File: src/rtl/mult_dispatch_pkg.sv
// Shared types for the multiply issue/writeback controller: multiplier opcodes,
// funct3 and signed-mode encodings, FSM states and the funct3 decode helper.
package mult_pkg;

  localparam int MUL_OP_WIDTH = 3;

  typedef enum logic [MUL_OP_WIDTH-1:0] {
    MUL_MAC32 = 3'b000,
    MUL_H     = 3'b110
  } mul_opcode_e;

  localparam logic [1:0] F3_MUL    = 2'b00;
  localparam logic [1:0] F3_MULH   = 2'b01;
  localparam logic [1:0] F3_MULHSU = 2'b10;
  localparam logic [1:0] F3_MULHU  = 2'b11;

  // bit 0 marks op_a signed, bit 1 marks op_b signed
  localparam logic [1:0] SM_SS = 2'b11;
  localparam logic [1:0] SM_SU = 2'b01;
  localparam logic [1:0] SM_UU = 2'b00;

  typedef enum logic [1:0] {
    ST_IDLE  = 2'd0,
    ST_ISSUE = 2'd1,
    ST_RESP  = 2'd2
  } md_state_e;

  typedef struct packed {
    mul_opcode_e op;
    logic [1:0]  sm;
  } mul_ctrl_t;

  function automatic mul_ctrl_t decode_funct3(input logic [1:0] f3);
    mul_ctrl_t c;
    c.op = MUL_H;
    c.sm = SM_UU;
    case (f3)
      F3_MUL:    begin c.op = MUL_MAC32; c.sm = SM_UU; end
      F3_MULH:   begin c.op = MUL_H;     c.sm = SM_SS; end
      F3_MULHSU: begin c.op = MUL_H;     c.sm = SM_SU; end
      default:   begin c.op = MUL_H;     c.sm = SM_UU; end
    endcase
    return c;
  endfunction

endpackage

File: src/rtl/mult_dispatch.sv
// Issue/writeback controller between the ID-stage decoder and the integer
// multiplier: latches one multiply, holds it on the multiplier, hands the result on.
//
// state    | meaning
// ST_IDLE  | waiting for a decoded multiply (dec_ready_o = !kill_i)
// ST_ISSUE | operands held, mult_en_o high, watchdog running
// ST_RESP  | result presented to writeback until wb_ready_i or kill_i
module mult_dispatch
  import mult_pkg::*;
#(
  parameter int TIMEOUT_CYCLES = 16,
  parameter int DW             = 32
) (
  input  logic          clk,
  input  logic          rst_n,
  input  logic          dec_valid_i,
  output logic          dec_ready_o,
  input  logic [1:0]    dec_funct3_i,
  input  logic [DW-1:0] dec_op_a_i,
  input  logic [DW-1:0] dec_op_b_i,
  input  logic [4:0]    dec_rd_i,
  input  logic          kill_i,
  output logic          mult_en_o,
  output logic [2:0]    mult_operator_o,
  output logic [1:0]    mult_signed_o,
  output logic [DW-1:0] mult_op_a_o,
  output logic [DW-1:0] mult_op_b_o,
  output logic          mult_ex_ready_o,
  input  logic [DW-1:0] mult_result_i,
  input  logic          mult_ready_i,
  output logic          wb_valid_o,
  input  logic          wb_ready_i,
  output logic [4:0]    wb_rd_o,
  output logic [DW-1:0] wb_data_o,
  output logic          err_timeout_o
);

  localparam int CW = $clog2(TIMEOUT_CYCLES + 1);

  md_state_e     state;
  mul_ctrl_t     ctrl_q;
  logic [4:0]    rd_q;
  logic [CW-1:0] wd_cnt;
  logic          killed;
  logic          idle_q;
  logic          accept;
  logic          wd_expire;

  // idle_q mirrors ST_IDLE but is 0 in reset so dec_ready_o is low then too
  assign dec_ready_o     = idle_q & ~kill_i;
  assign accept          = dec_valid_i & dec_ready_o;
  assign mult_ex_ready_o = (state == ST_ISSUE) & mult_ready_i;
  assign wd_expire       = (wd_cnt == CW'(TIMEOUT_CYCLES - 1));
  assign mult_operator_o = ctrl_q.op;
  assign mult_signed_o   = ctrl_q.sm;

  always_ff @(posedge clk or negedge rst_n) begin
    if (!rst_n) begin
      state         <= ST_IDLE;
      idle_q        <= 1'b0;
      ctrl_q        <= '0;
      rd_q          <= '0;
      wd_cnt        <= '0;
      killed        <= 1'b0;
      mult_en_o     <= 1'b0;
      mult_op_a_o   <= '0;
      mult_op_b_o   <= '0;
      wb_valid_o    <= 1'b0;
      wb_rd_o       <= '0;
      wb_data_o     <= '0;
      err_timeout_o <= 1'b0;
    end else begin
      case (state)
        ST_IDLE: begin
          idle_q <= 1'b1;
          killed <= 1'b0;
          if (accept) begin
            mult_op_a_o <= dec_op_a_i;
            mult_op_b_o <= dec_op_b_i;
            ctrl_q      <= decode_funct3(dec_funct3_i);
            rd_q        <= dec_rd_i;
            wd_cnt      <= '0;
            mult_en_o   <= 1'b1;
            idle_q      <= 1'b0;
            state       <= ST_ISSUE;
          end
        end

        ST_ISSUE: begin
          if (mult_ready_i) begin
            mult_en_o <= 1'b0;
            wb_data_o <= mult_result_i;
            wb_rd_o   <= rd_q;
            // a kill seen in any ISSUE cycle, including this one, drops the result
            if (killed || kill_i) begin
              killed <= 1'b0;
              idle_q <= 1'b1;
              state  <= ST_IDLE;
            end else begin
              wb_valid_o <= 1'b1;
              state      <= ST_RESP;
            end
          end else if (wd_expire) begin
            err_timeout_o <= 1'b1;
            mult_en_o     <= 1'b0;
            killed        <= 1'b0;
            idle_q        <= 1'b1;
            state         <= ST_IDLE;
          end else begin
            wd_cnt <= wd_cnt + CW'(1);
            if (kill_i) killed <= 1'b1;
          end
        end

        ST_RESP: begin
          if (kill_i || wb_ready_i) begin
            wb_valid_o <= 1'b0;
            idle_q     <= 1'b1;
            state      <= ST_IDLE;
          end
        end

        default: begin
          mult_en_o  <= 1'b0;
          wb_valid_o <= 1'b0;
          killed     <= 1'b0;
          idle_q     <= 1'b1;
          state      <= ST_IDLE;
        end
      endcase
    end
  end

endmodule
File: config.mk
export PLATFORM = sky130hd
export DESIGN_NAME = mult_dispatch
export DESIGN_NICKNAME = d
export VERILOG_FILES = /design/src/rtl/mult_dispatch_pkg.sv /design/src/rtl/mult_dispatch.sv
export SDC_FILE = /design/constraint.sdc
export NUM_CORES = 1
export LEC_CHECK = 0
export ABC_AREA = 0
export ABC_CLOCK_PERIOD_IN_PS = 2300
export CAP_MARGIN = 20
export CORE_MARGIN = 2
export CORE_UTILIZATION = 40
export DETAILED_ROUTE_END_ITERATION = 12
export GPL_ROUTABILITY_DRIVEN = 0
export GPL_TIMING_DRIVEN = 0
export PLACE_DENSITY = 0.77
export RECOVER_POWER = 50
export SLEW_MARGIN = 40
export SYNTH_ARGS = -nofsm -noshare
export SYNTH_HDL_FRONTEND = slang
export SYNTH_SLANG_ARGS = --single-unit
File: constraint.sdc
create_clock -name clk -period 2.3 [get_ports clk]
set_input_delay 0.69 -clock clk [delete_from_list [all_inputs] [get_ports clk]]
set_output_delay 0.69 -clock clk [all_outputs]
set_load 0.02 [all_outputs]
---- Yosys cells after proc, flatten, opt, wreduce, memory -nomap -nowiden ----
Cells that the tools add are included.
Widths: inputs -> output; s select.
storage, ports and cells
  register bits ........................... 123
  bits in latches ......................... 0
  bits in writable memories ............... 0
  bits in read-only memories .............. 0
  bits of input ports ..................... 109
  output and inout port bits .............. 111
  word-level logic and storage cells ...... 80
  memories ................................ 0
operators by class
  add/sub/neg operators ................... 1
  multipliers ............................. 0
  div/mod/pow operators ................... 0
  order comparisons ....................... 0
  equality and inequality tests ........... 14
  shift operators ......................... 0
  multiplexer cells ....................... 30
  bitwise logic cells ..................... 7
  reduce and logical (&&, ||, !) cells .... 14
operators by type and width
  cell                 number
  $mux 1               15
  $mux 5               3
  $pmux 5 s3           1
  $reduce_and 3->1     5
  $ne 2x2->1 const B   6
  $mux 2               5
  $pmux 5 s2           1
  $pmux 1 s3           3
  $reduce_and 4->1     2
  $pmux 2 s3           1
  $add 5x1->5 const B  1
  $eq 5x4->1 const B   1
  $eq 2x1->1 const B   2
  $eq 2x2->1 const B   2
  $logic_not 2->1      2
  $ne 4x4->1 const B   1
  $not 1->1            4
  $reduce_and 2->1     2
  $and 1x1->1          3
  $ne 3x2->1 const B   1
  $ne 3x3->1 const B   1
  $logic_or 1x1->1     2
  $pmux 1 s2           1
  $reduce_bool 2->1    1

---- Longest topological paths before layout ----
  word-level depth ........................ 5
  depth in mapped cells ................... 8
  gate-level depth less buffers ........... 7

---- Worst setup path before layout ----
Ideal clock, no wire load.
  path kind ............................... input-to-output
  from .................................... in mult_ready_i
  to ...................................... out mult_ex_ready_o
  arrival time ............................ 1.389 ns
  required time ........................... 1.610 ns
  path slack .............................. 0.221 ns
  stages .................................. 5
  path buffers ............................ 3
  path through ............................ buf_2 > nand2_1 > buf_2 > buf_4 > inv_1
on the way
  word-level cells in the longest chain between the ends .. 1
ends and longest elaborated chain
  element          line                 RTL
  start, declared  mult_dispatch.sv:30  input logic mult_ready_i,
  $and 1x1->1      mult_dispatch.sv:52  assign mult_ex_ready_o = (state == ST_ISSUE) & mult_ready_i;
  end, declared    mult_dispatch.sv:28  output logic mult_ex_ready_o,
Every way passes these cells.

---- Worst setup path in the final report ----
  from .................................... in kill_i
  to ...................................... reg mult_op_a_o[21]
on the way
  word-level cells in the longest chain between the ends .. 4
ends and longest elaborated chain
  element                            line                 RTL
  start, declared                    mult_dispatch.sv:22  input logic kill_i,
  $not 1->1                          mult_dispatch.sv:50  assign dec_ready_o = idle_q & ~kill_i;
  $and 1x1->1                        mult_dispatch.sv:50
  $and 1x1->1                        mult_dispatch.sv:51  assign accept = dec_valid_i & dec_ready_o;
  $reduce_and 2->1 (no source line)  --
  end signal, assigned               mult_dispatch.sv:78  mult_op_a_o <= dec_op_a_i;
  end, declared                      mult_dispatch.sv:26  output logic [DW-1:0] mult_op_a_o,
Every way passes these cells.
A chain may end at the register's enable or synchronous reset.

==> metrics.md <==
| Metric | Value |
|---|---|
| Fin. Hold Viols | `0` |
| Die W | `between 100 and 150 µm` |
| Avg Synthesized Cell Area | `16.5 µm²` |
| Clock buffer depth | `2` |
| Initial Util | `0.412` |
| H-tree depth | `4` |
| Synth cell count leaders | `dfrtp_1, mux2_4, mux2_2` |
| Area Overhead vs Synth | `60.5%` |
| Mapped Nets | `~420` |
| Worst reg2reg path depth | `8` |
| RSZ-0062 raised after global routing | `false` |
| Cell count after synthesis | `303` |
| Global-route wire length before repair | `18.4 mm` |
| Leakage | `3.47 nW` |
| RR Endpoint | `wd_cnt[2]$_DFFE_PN0P_` |
| Setup crit start kind | `input port` |
| Number of flops mapped to enable cells by yosys | `0` |
| Clock slew at reported path FFs | `about 50 ps` |
| Vias in the first global route | `between 3k and 4k` |
| Synthesis-stage register bit count | `about 120` |
| Worst hold path startpoint | `err_timeout_o$_DFFE_PN0P_` |
| Critical Path Fanout Max | `10` |
| Non-Filler Instances | `approximately 720` |
| Max-slew violations | `0` |
| CP endpoint kind | `flop` |
| Max_slew headroom | `0.0568` |
| Critical R2R Launch | `wd_cnt[0]$_DFFE_PN0P_` |
| Status | `finished, final reports clean` |
| Core area | `12,100 µm²` |
| Rows | `40` |
| TNS Setup | `0 ps` |
| Clock sink count | `~120` |
| Die Ht | `about 120 µm` |
| Post-DP Area | `roughly 7400 µm²` |
| # fillers | `between 900 and 1k` |
| Asr flop ratio synth | `1.00` |
| Yosys warning count | `0` |
| Nets@finish | `~650` |
| Period Utilization, post-route | `0.960` |
| Drt first pass iters | `4` |
| Max Clk Rate | `about 450 MHz` |
| Setup slack, reg-to-reg | `290 ps` |
| Tightest Hold Check Type | `reg -> reg` |
| WP data arrival | `2490 ps` |
| CTS tree | `yes` |
| Count leader, synth | `dfrtp_1` |
| Pre-CTS setup slack | `-428 ps` |
| Prevailing post-synth register cell | `dfrtp_1` |
| Worst-margin pin slew | `1410 ps` |
| WS Path Type | `in -> reg` |
| Vias per cell | `roughly 4.6` |
| # Max-Cap Violations | `0` |
| N_diodes | `0` |
| Setup ws final | `just over 90 ps` |
| Largest net degree at the start of global routing | `65` |
| Leading area contributor after synthesis | `dfrtp_1` |
| GR Util All Layers | `0.183` |
| Final core utilization | `0.661` |
| Mapped Area | `about 5000 µm²` |
| Gr ovfl total | `0` |
| PwrDens | `1280 nW/µm²` |
| Total CTS buffers | `17` |
| Hold Path Sink | `err_timeout_o$_DFFE_PN0P_` |
| Final WL | `~12 mm` |
| Top cells by area, synth | `dfrtp_1, mux2_4, mux2_2` |
| Synth top area share | `0.607` |
| Iter 0 DRT Violations | `around 120` |
| Final setup fails | `0` |
| Synth cell types | `33` |
| Final instance area | `8000 µm²` |
| Layout cells sized above 1 | `0.293` |
| CTS root buf | `clkbuf_16` |
| Minimum clock period | `approximately 2200 ps` |
| Worst Skew | `between 6 and 7 ps` |
| WL per Instance | `16.4 µm` |
| Final ANT Viol Nets | `0` |
| Die area | `~13,000 µm²` |
| Worst skew pair latency | `roughly 410 ps` |
| Num ports | `between 200 and 250` |
| Critical Path RT | `around 2600 ps` |
| Port buffer count | `217` |
| DRC Markers | `0` |
| Min-Delay Path Depth | `1` |
| VDD IR max | `about 0.8 mV` |
| Final HPWL DP | `8.49 mm` |
| Sequential area share after synthesis | `0.607` |
| Post-CTS Hold Fix Bufs | `0` |
| Placed Cells incl. Taps | `689` |
| Antenna violations before repair | `0` |
| DR vias | `3,338` |
-- per-stage QoR --
| stage | power (mW) | hold slack (ps) |
|---|---|---|
| after floorplan | 5.49 | 394 |
| after global placement | 7.44 | 459 |
| after detailed placement | 7.55 | 466 |
| after CTS | 10.4 | 211 |
| after global routing | 10.8 | 501 |
| final | 10.3 | 474 |
-- critical path, stage by stage --
cell	delay, ps
clkdlybuf4s50_1	480
nand4bb_1	380
nor2_2	210
buf_6	210
buf_6	190
mux2_4	320
-- layer usage --
layer / up-vias / global-route usage / share of wire
li1: 1536 / - / -
met1: 1654 / 0.203 / 0.39
met2: 135 / 0.317 / 0.51
met3: 13 / 0.0811 / 0.085
met4: 0 / 0.0611 / 0.014
met5: - / 0 / 0
-- registers in the layout, indices dropped and copies added, names as in the netlist --
register         flops
mult_operator_o      1
wb_valid_o           1
mult_en_o            1
rd_q                 5
idle_q               1
err_timeout_o        1
wd_cnt               5
mult_op_a_o         32
wb_data_o           32
wb_rd_o              5
state                2
killed               1
mult_op_b_o         32
mult_signed_o        2
-- area by class of cell --
type | instances | area, µm² | share of cell area
Multi-Input combinational cell | 156 | 1760 | 0.220
Sequential cell | 121 | 3030 | 0.379
Tap cell | 168 | 210 | 0.0263
Buffer | 16 | 159 | 0.0199
Clock buffer | 26 | 519 | 0.0649
Clock inverter | 6 | 109 | 0.0136
Timing Repair Buffer | 219 | 2180 | 0.273
Inverter | 9 | 33.8 | 0.00422
-- timing repair --
item                                    in CTS  in global routing
endpoints found under the setup margin       2                  1
gates resized for setup                     12                  3
gates cloned                                 0                  0
setup buffers                                1                  0
-- cells by family (layout without fill, tap and decap cells) --
| group | Yosys count | count (layout) | synth area share |
|---|---|---|---|
| other | 1 | 1 | 0.000752 |
| AO/OA/AOI/OAI | 15 | 15 | 0.0188 |
| adder cells (fa/ha/maj) | 4 | 4 | 0.0100 |
| multiplexers | 110 | 110 | 0.291 |
| buffers and inverters | 26 | 276 | 0.0384 |
| AND/OR/NAND/NOR | 26 | 26 | 0.0339 |
| flip-flops | 121 | 121 | 0.607 |
-- report_power, final --
group | switching [mW] | total [mW] | internal (mW) | leakage (nW)
Clock | 0.887 | 2.76 | 1.88 | 0.311
Combinational | 1.78 | 4.10 | 2.32 | 1.72
Sequential | 0.451 | 3.40 | 2.95 | 1.43
-- layout by cell type, fill, tap and decap left out, types with 2 or more instances in the layout --
cell             count
clkdlybuf4s50_1    214
dfrtp_1            120
mux2_4              57
mux2_2              50
clkbuf_16           17
inv_1                9
clkbuf_1             6
nand2_1              6
clkbuf_8             6
nor3_1               5
buf_8                5
o21ai_0              5
o22ai_1              4
ha_1                 4
buf_2                3
buf_6                3
buf_4                3
bufinv_16            3
nor2b_1              2
mux2i_1              2
clkbuf_2             2
clkinv_2             2
-- how the worst max path moves through the flow --
stage | from | end | slack [ps] | depth (start not counted)
final | kill_i | mult_op_a_o[21]$_DFFE_PN0P_ | 90 | 6
after global routing | state[1]$_DFFE_PN0P_ | mult_ex_ready_o | 20 | 5
after CTS | state[0]$_DFFE_PN0P_ | mult_ex_ready_o | 4 | 5
after detailed placement | mult_ready_i | mult_ex_ready_o | -430 | 6
after global placement | rst_n | mult_op_a_o[10]$_DFFE_PN0P_ | -4060 | 1
after floorplan | mult_ready_i | mult_ex_ready_o | 220 | 5
Note: power is estimated with default switching activity, not from simulation.
